[src/rtl/song_sequencer_pkg.sv]
// Command encodings and sequencer state shared by the song sequencer and its voice gates.
package song_sequencer_pkg;

    typedef enum logic [1:0] {
        CMD_HOLD     = 2'b00,
        CMD_NOTE_ON  = 2'b01,
        CMD_NOTE_OFF = 2'b10,
        CMD_END      = 2'b11
    } cmd_e;

    typedef enum logic [2:0] {
        S_IDLE,
        S_FETCH,
        S_DRAIN,
        S_COMMIT,
        S_WAIT_TICK
    } state_e;

    function automatic cmd_e word_cmd(input logic [1:0] bits);
        return cmd_e'(bits);
    endfunction

endpackage

[src/rtl/gate_retrigger.sv]
// One voice's ADSR gate: follows NOTE_ON/NOTE_OFF at commit and inserts a timed
// low pulse when a sounding voice is retriggered.
module gate_retrigger
    import song_sequencer_pkg::*;
#(
    parameter int RETRIG_CYCLES = 16
) (
    input  logic clk,
    input  logic rst_n,
    input  logic kill,
    input  logic commit,
    input  cmd_e cmd,
    output logic gate
);

    localparam int CNT_BITS = $clog2(RETRIG_CYCLES + 1);

    logic [CNT_BITS-1:0] count;

    always_ff @(posedge clk or negedge rst_n) begin
        if (!rst_n) begin
            gate  <= 1'b0;
            count <= '0;
        end else if (kill) begin
            gate  <= 1'b0;
            count <= '0;
        end else if (commit && cmd == CMD_NOTE_ON) begin
            // A voice that is sounding, or still inside a retrigger gap, restarts the gap.
            if (gate || count != '0) begin
                gate  <= 1'b0;
                count <= CNT_BITS'(RETRIG_CYCLES);
            end else begin
                gate  <= 1'b1;
                count <= '0;
            end
        end else if (commit && cmd == CMD_NOTE_OFF) begin
            gate  <= 1'b0;
            count <= '0;
        end else if (count != '0) begin
            count <= count - CNT_BITS'(1);
            if (count == CNT_BITS'(1)) begin
                gate <= 1'b1;
            end
        end
    end

endmodule

[src/rtl/song_sequencer.sv]
// Row-based song sequencer: per tick, fetches one row of voice commands from a
// two-cycle-latency song ROM and commits all voices together.
module song_sequencer
    import song_sequencer_pkg::*;
#(
    parameter int VOICES        = 3,
    parameter int ROWS          = 32,
    parameter int FREQ_BITS     = 16,
    parameter int ADDR_BITS     = 7,
    parameter int RETRIG_CYCLES = 16,
    parameter int LOOP          = 1
) (
    input  logic                          clk,
    input  logic                          rst_n,
    input  logic                          tick,
    input  logic                          run,
    output logic [ADDR_BITS-1:0]          rom_addr,
    input  logic [FREQ_BITS+1:0]          rom_data,
    output logic [VOICES*FREQ_BITS-1:0]   voice_freq,
    output logic [VOICES-1:0]             voice_gate,
    output logic [$clog2(ROWS)-1:0]       row_index,
    output logic                          row_strobe,
    output logic                          playing,
    output logic                          overrun
);

    localparam int ROW_BITS  = $clog2(ROWS);
    localparam int SLOT_BITS = $clog2(VOICES + 1);
    localparam int WORD_BITS = FREQ_BITS + 2;
    localparam logic [ROW_BITS-1:0]  LAST_ROW = ROW_BITS'(ROWS - 1);
    localparam logic [SLOT_BITS-1:0] SLOT_END = SLOT_BITS'(VOICES);

    state_e                 state;
    logic [ROW_BITS-1:0]    row;
    logic [SLOT_BITS-1:0]   slot;
    logic                   drain_second;
    logic                   run_d;
    logic                   stop_pending;
    logic                   issue_valid;
    logic [SLOT_BITS-1:0]   issue_slot;
    logic                   pipe_valid_1;
    logic                   pipe_valid_2;
    logic [SLOT_BITS-1:0]   pipe_slot_1;
    logic [SLOT_BITS-1:0]   pipe_slot_2;
    logic [VOICES-1:0]      end_vec;
    logic                   end_seen;
    logic                   commit_fire;
    logic                   kill;

    function automatic logic [ADDR_BITS-1:0] word_addr(input logic [ROW_BITS-1:0]  r,
                                                       input logic [SLOT_BITS-1:0] s);
        return ADDR_BITS'(r) * ADDR_BITS'(VOICES) + ADDR_BITS'(s);
    endfunction

    assign end_seen    = |end_vec;
    assign commit_fire = run && (state == S_COMMIT);
    // Gates drop on run loss, or one cycle after an end-of-song commit when not looping.
    assign kill        = !run || (state == S_IDLE && stop_pending);

    always_ff @(posedge clk or negedge rst_n) begin
        if (!rst_n) begin
            state        <= S_IDLE;
            row          <= '0;
            slot         <= '0;
            drain_second <= 1'b0;
            run_d        <= 1'b0;
            stop_pending <= 1'b0;
            issue_valid  <= 1'b0;
            issue_slot   <= '0;
            rom_addr     <= '0;
            row_index    <= '0;
            row_strobe   <= 1'b0;
            playing      <= 1'b0;
            overrun      <= 1'b0;
        end else begin
            run_d       <= run;
            row_strobe  <= 1'b0;
            issue_valid <= 1'b0;
            if (!run) begin
                state        <= S_IDLE;
                row          <= '0;
                slot         <= '0;
                drain_second <= 1'b0;
                stop_pending <= 1'b0;
                playing      <= 1'b0;
            end else begin
                if (tick && state != S_WAIT_TICK && state != S_IDLE) begin
                    overrun <= 1'b1;
                end
                case (state)
                    S_IDLE: begin
                        if (stop_pending) begin
                            playing      <= 1'b0;
                            stop_pending <= 1'b0;
                        end else if (!run_d) begin
                            playing     <= 1'b1;
                            overrun     <= 1'b0;
                            row         <= '0;
                            rom_addr    <= word_addr('0, '0);
                            issue_valid <= 1'b1;
                            issue_slot  <= '0;
                            slot        <= SLOT_BITS'(1);
                            state       <= S_FETCH;
                        end
                    end
                    S_FETCH: begin
                        // Voice 0 is issued on entry; the last FETCH cycle issues nothing.
                        if (slot == SLOT_END) begin
                            state <= S_DRAIN;
                        end else begin
                            rom_addr    <= word_addr(row, slot);
                            issue_valid <= 1'b1;
                            issue_slot  <= slot;
                            slot        <= slot + SLOT_BITS'(1);
                        end
                    end
                    S_DRAIN: begin
                        drain_second <= !drain_second;
                        if (drain_second) begin
                            state <= S_COMMIT;
                        end
                    end
                    S_COMMIT: begin
                        row_strobe <= 1'b1;
                        row_index  <= row;
                        if (end_seen) begin
                            row <= '0;
                            if (LOOP != 0) begin
                                state <= S_WAIT_TICK;
                            end else begin
                                state        <= S_IDLE;
                                stop_pending <= 1'b1;
                            end
                        end else begin
                            row   <= (row == LAST_ROW) ? '0 : row + ROW_BITS'(1);
                            state <= S_WAIT_TICK;
                        end
                    end
                    S_WAIT_TICK: begin
                        if (tick) begin
                            rom_addr    <= word_addr(row, '0);
                            issue_valid <= 1'b1;
                            issue_slot  <= '0;
                            slot        <= SLOT_BITS'(1);
                            state       <= S_FETCH;
                        end
                    end
                    default: state <= S_IDLE;
                endcase
            end
        end
    end

    // Tracks which voice slot each ROM word belongs to across the read latency.
    always_ff @(posedge clk or negedge rst_n) begin
        if (!rst_n) begin
            pipe_valid_1 <= 1'b0;
            pipe_valid_2 <= 1'b0;
            pipe_slot_1  <= '0;
            pipe_slot_2  <= '0;
        end else if (!run) begin
            pipe_valid_1 <= 1'b0;
            pipe_valid_2 <= 1'b0;
        end else begin
            pipe_valid_1 <= issue_valid;
            pipe_slot_1  <= issue_slot;
            pipe_valid_2 <= pipe_valid_1;
            pipe_slot_2  <= pipe_slot_1;
        end
    end

    for (genvar gi = 0; gi < VOICES; gi++) begin : g_voice
        logic [WORD_BITS-1:0] shadow_word;
        logic [FREQ_BITS-1:0] freq_reg;
        cmd_e                 cmd;

        assign cmd         = word_cmd(shadow_word[WORD_BITS-1:FREQ_BITS]);
        assign end_vec[gi] = (cmd == CMD_END);
        assign voice_freq[gi*FREQ_BITS +: FREQ_BITS] = freq_reg;

        always_ff @(posedge clk or negedge rst_n) begin
            if (!rst_n) begin
                shadow_word <= '0;
            end else if (pipe_valid_2 && pipe_slot_2 == SLOT_BITS'(gi)) begin
                shadow_word <= rom_data;
            end
        end

        always_ff @(posedge clk or negedge rst_n) begin
            if (!rst_n) begin
                freq_reg <= '0;
            end else if (commit_fire && cmd == CMD_NOTE_ON) begin
                freq_reg <= shadow_word[FREQ_BITS-1:0];
            end
        end

        gate_retrigger #(
            .RETRIG_CYCLES(RETRIG_CYCLES)
        ) u_gate (
            .clk    (clk),
            .rst_n  (rst_n),
            .kill   (kill),
            .commit (commit_fire),
            .cmd    (cmd),
            .gate   (voice_gate[gi])
        );
    end

endmodule

[config.mk]
export PLATFORM = sky130hd
export DESIGN_NAME = song_sequencer
export DESIGN_NICKNAME = d
export VERILOG_FILES = /design/src/rtl/song_sequencer_pkg.sv /design/src/rtl/gate_retrigger.sv /design/src/rtl/song_sequencer.sv
export SDC_FILE = /design/constraint.sdc
export NUM_CORES = 1
export LEC_CHECK = 0
export ABC_AREA = 1
export CAP_MARGIN = 20
export CORE_ASPECT_RATIO = 1.2
export CORE_MARGIN = 2
export CORE_UTILIZATION = 50
export DETAILED_ROUTE_END_ITERATION = 10
export GPL_TIMING_DRIVEN = 0
export PLACE_DENSITY = 0.74
export SLEW_MARGIN = 20
export SYNTH_ARGS = -nofsm -noshare
export SYNTH_HDL_FRONTEND = slang
export SYNTH_SLANG_ARGS = --single-unit
[constraint.sdc]
create_clock -name clk -period 1.8 [get_ports clk]
set_clock_uncertainty 0.05 [all_clocks]
set_input_delay 0.36 -clock clk [delete_from_list [all_inputs] [get_ports clk]]
set_output_delay 0.36 -clock clk [all_outputs]
set_load 0.02 [all_outputs]
==> flow_metrics.tcl <==
set metrics [dict create \
    post-dp-hpwl_um 11400 \
    hold_viol 0 \
    drt-total-wl_um 16000 \
    ant_nets 0 \
    first_iter_violations 285 \
    fin_nets 892 \
    crit_path_max_fanout 3 \
    setup_slack_ps -155 \
    rows 46 \
    worst_slew_pin_slew_ps 531 \
    die_height_um 132 \
    vias_per_cell 5.22 \
    largest_reg_flops 54 \
    grt_overflow_total 0 \
    slew_violations 0 \
    p_per_area_nw_per_um2 1520 \
    cts.sinks 156 \
    track_usage_pct 22.6 \
    r2r-start "row[1]" \
    clockBufferDepth 2 \
    fp.dieArea_um2 14600 \
    path_buf_inv 1 \
    cts_root_buf "clkbuf_16" \
    intPower_mw 8.44 \
    hold_path_class "flop to flop" \
    grt_max_degree 89 \
    start_kind "flop" \
    netSwitchingFraction_pct 35.9 \
    p_leak_nw 4.95 \
    antenna_cells 0 \
    crit_type "flop to flop" \
    cp_cell_sequence "ha_4, inv_2, fa_2, or2_4, nor2_4, nand2_1, nand2_1, nand3_2, a21oi_2" \
    grtUsageMet1_pct 27.6 \
    p_clk_share_pct 24.9 \
    detail_route.wl_per_cell_um 15.6 \
    drive_gt1_share_pct 11.0 \
    synth_edf_count 0 \
    crit_top_cell "nand2_1" \
    firstDrtPassIters 5 \
    final_area_um2 8630 \
    grt_pass1_wl_um 26400 \
    combPwrFrac_pct 33.4 \
    synth_fp_nets 777 \
    max_freq_mhz 511 \
    rsz0062_at_grt "true" \
    synth-seq-cells 156 \
    pwr-share-seq_pct 41.7 \
    synth_seq_area_share_pct 57.2 \
    clk_pin_slew_ps 60 \
    clk_latency_ps 430 \
    power.switching_mw 4.72 \
    peakVddDrop_mv 0.770 \
    critPathMaxStageDelay_ps 460 \
    setup_viol 4 \
    cts_max_level 4 \
    fin_tns_setup_ps -345 \
    place_area_um2 7970 \
    failed_checks "setup timing" \
    slowest_stage "fa_2" \
    start_util_pct 51.3 \
    antenna_found_initial 0 \
    use_met2_pct 39.5 \
    cts_tree "built" \
    fin_util_pct 64.9 \
    cts_made_buffers 17 \
    synthDistinctLibCells 36 \
    finalCriticalPeriod_ps 1960 \
    crit_start "row[1]" \
    grt_pass1_vias 5535 \
    syn_area_um2 6820 \
    area_delta_synth_final_pct 26.5 \
    place.gp.congestion 0.819 \
    status "finished, violations left" \
    coreArea_um2 13300 \
    relSlewSlack_pct 64.6 \
    busiest_layer "met2" \
    ios 88 \
    critPathTopFamily "adder cells" \
    end_kind "flop" \
    die_x_um 111 \
    num_vias 5374 \
    yosysWarnings 0 \
    power_mw 13.2 \
    route.detailed.drc 0 \
    holdWs_ps 378 \
    worst-r2r-setup-slack_ps -160 \
    min_from "pipe_valid_1" \
    syn_inst 735 \
    grtUsageMet3_pct 4.41 \
    synthArstFlopShare_pct 100 \
    fin_crit_sh_pct 109 \
    crit_required_ps 2100 \
    portBuffers 87 \
    avgSynthCellArea_um2 9.28 \
    ys.flop_type "dfrtp_1" \
    critPathArrivalTime_ps 2260 \
    maxCapViolations 0 \
]
[power groups by stage]
| stage | clock (mW) | sequential, mW | combinational (mW) |
|---|---|---|---|
| floorplan | 0 | 5.95 | 2.28 |
| global placement | 0 | 5.50 | 4.33 |
| detailed placement | 0 | 5.54 | 4.56 |
| CTS | 3.30 | 5.49 | 4.45 |
| global route | 3.46 | 5.64 | 4.89 |
| finish | 3.27 | 5.49 | 4.40 |
[worst register-to-register path: cells and delay by family, from the launching register on]
kind	cells	cell delay, ps
compound gates	1	120
fa+ha+maj	2	650
buf+inv	1	50
flops	1	420
simple gates	5	600
[cell type report]
cell class	instances	area (um^2)
plain buffers	25	144
clock inverters	8	70.1
well taps	168	210
clock buffers	22	464
repair buffers	96	993
multi-input cells	474	2540
fillers	1062	4660
flip-flops and latches	156	3910
inverters	80	303
[layer usage]
metal | vias to the layer above | wire length, um
met5 | - | 0
met4 | 0 | 315
met3 | 21 | 538
met2 | 118 | 8380
met1 | 2658 | 6770
li1 | 2577 | -
[logic make-up (layout without fill, tap and decap cells)]
group           after synthesis  in the layout  share of synthesized area, %
compound gates              123            123                          9.83
flops                       156            156                          57.2
simple gates                309            309                          19.3
fa+ha+maj                    20             20                          3.89
mux                          16             16                          2.64
buf+inv                     105            231                          6.38
xor+xnor                      6              6                         0.770
[synthesized netlist by cell type (2+ instances only)]
cell / number / area (um^2)
nand2_1: 230 / 863
dfrtp_1: 156 / 3900
o21ai_0: 81 / 405
inv_1: 72 / 270
nor2_1: 29 / 109
nand3_1: 23 / 115
a21oi_1: 22 / 110
ha_1: 18 / 225
mux2_1: 16 / 180
clkbuf_1: 12 / 45.0
a31oi_1: 7 / 43.8
buf_2: 7 / 35.0
inv_2: 7 / 26.3
nand3_2: 6 / 60.1
a211oi_1: 5 / 37.5
buf_4: 5 / 37.5
nor3_1: 5 / 25.0
xor2_1: 5 / 43.8
nor2_2: 4 / 25.0
or2_2: 4 / 25.0
a21oi_2: 3 / 26.3
and3_1: 3 / 18.8
fa_1: 2 / 40.0
[cells in the final DEF (no fill, tap or decap), drive strengths merged, types with 4 or more instances in the layout]
master	Yosys	routed
clkbuf	12	36
nand2	231	231
o21ai	81	81
inv	80	80
nor2	34	34
nor3	5	5
buf	13	20
or2	4	4
mux2	16	16
dlygate4sd2	0	36
ha	18	18
nand3	30	30
dfrtp	156	156
clkinv	0	5
xor2	5	5
a31oi	8	8
a211oi	6	6
clkdlybuf4s50	0	21
dlymetal6s2s	0	29
a21oi	25	25
[path summary, 6_finish.rpt]
path,endpoint,cells past startpoint
max,rom_addr[5],9
min,pipe_valid_2,2
max reg2reg,rom_addr[5],9
min reg2reg,pipe_valid_2,2
max in group asynchronous,row[0],3
min in group asynchronous,rom_addr[4],2
[metrics by stage]
stage / setup WS [ps] / instances
after CTS: -142 / 1025
after global placement: -5660 / 990
after floorplan: -45.2 / 735
after global routing: -245 / 1029
final: -155 / 1029
after detailed placement: -654 / 991
[repair_timing]
item,4_1_cts,5_1_grt
endpoints found under the hold margin,68,0
buffers inserted,3,4
hold buffers,1,0
pin swaps,8,4
endpoints found under the setup margin,59,72
gates resized for setup,46,36
No activity file was read; power rests on OpenSTA's default activity.
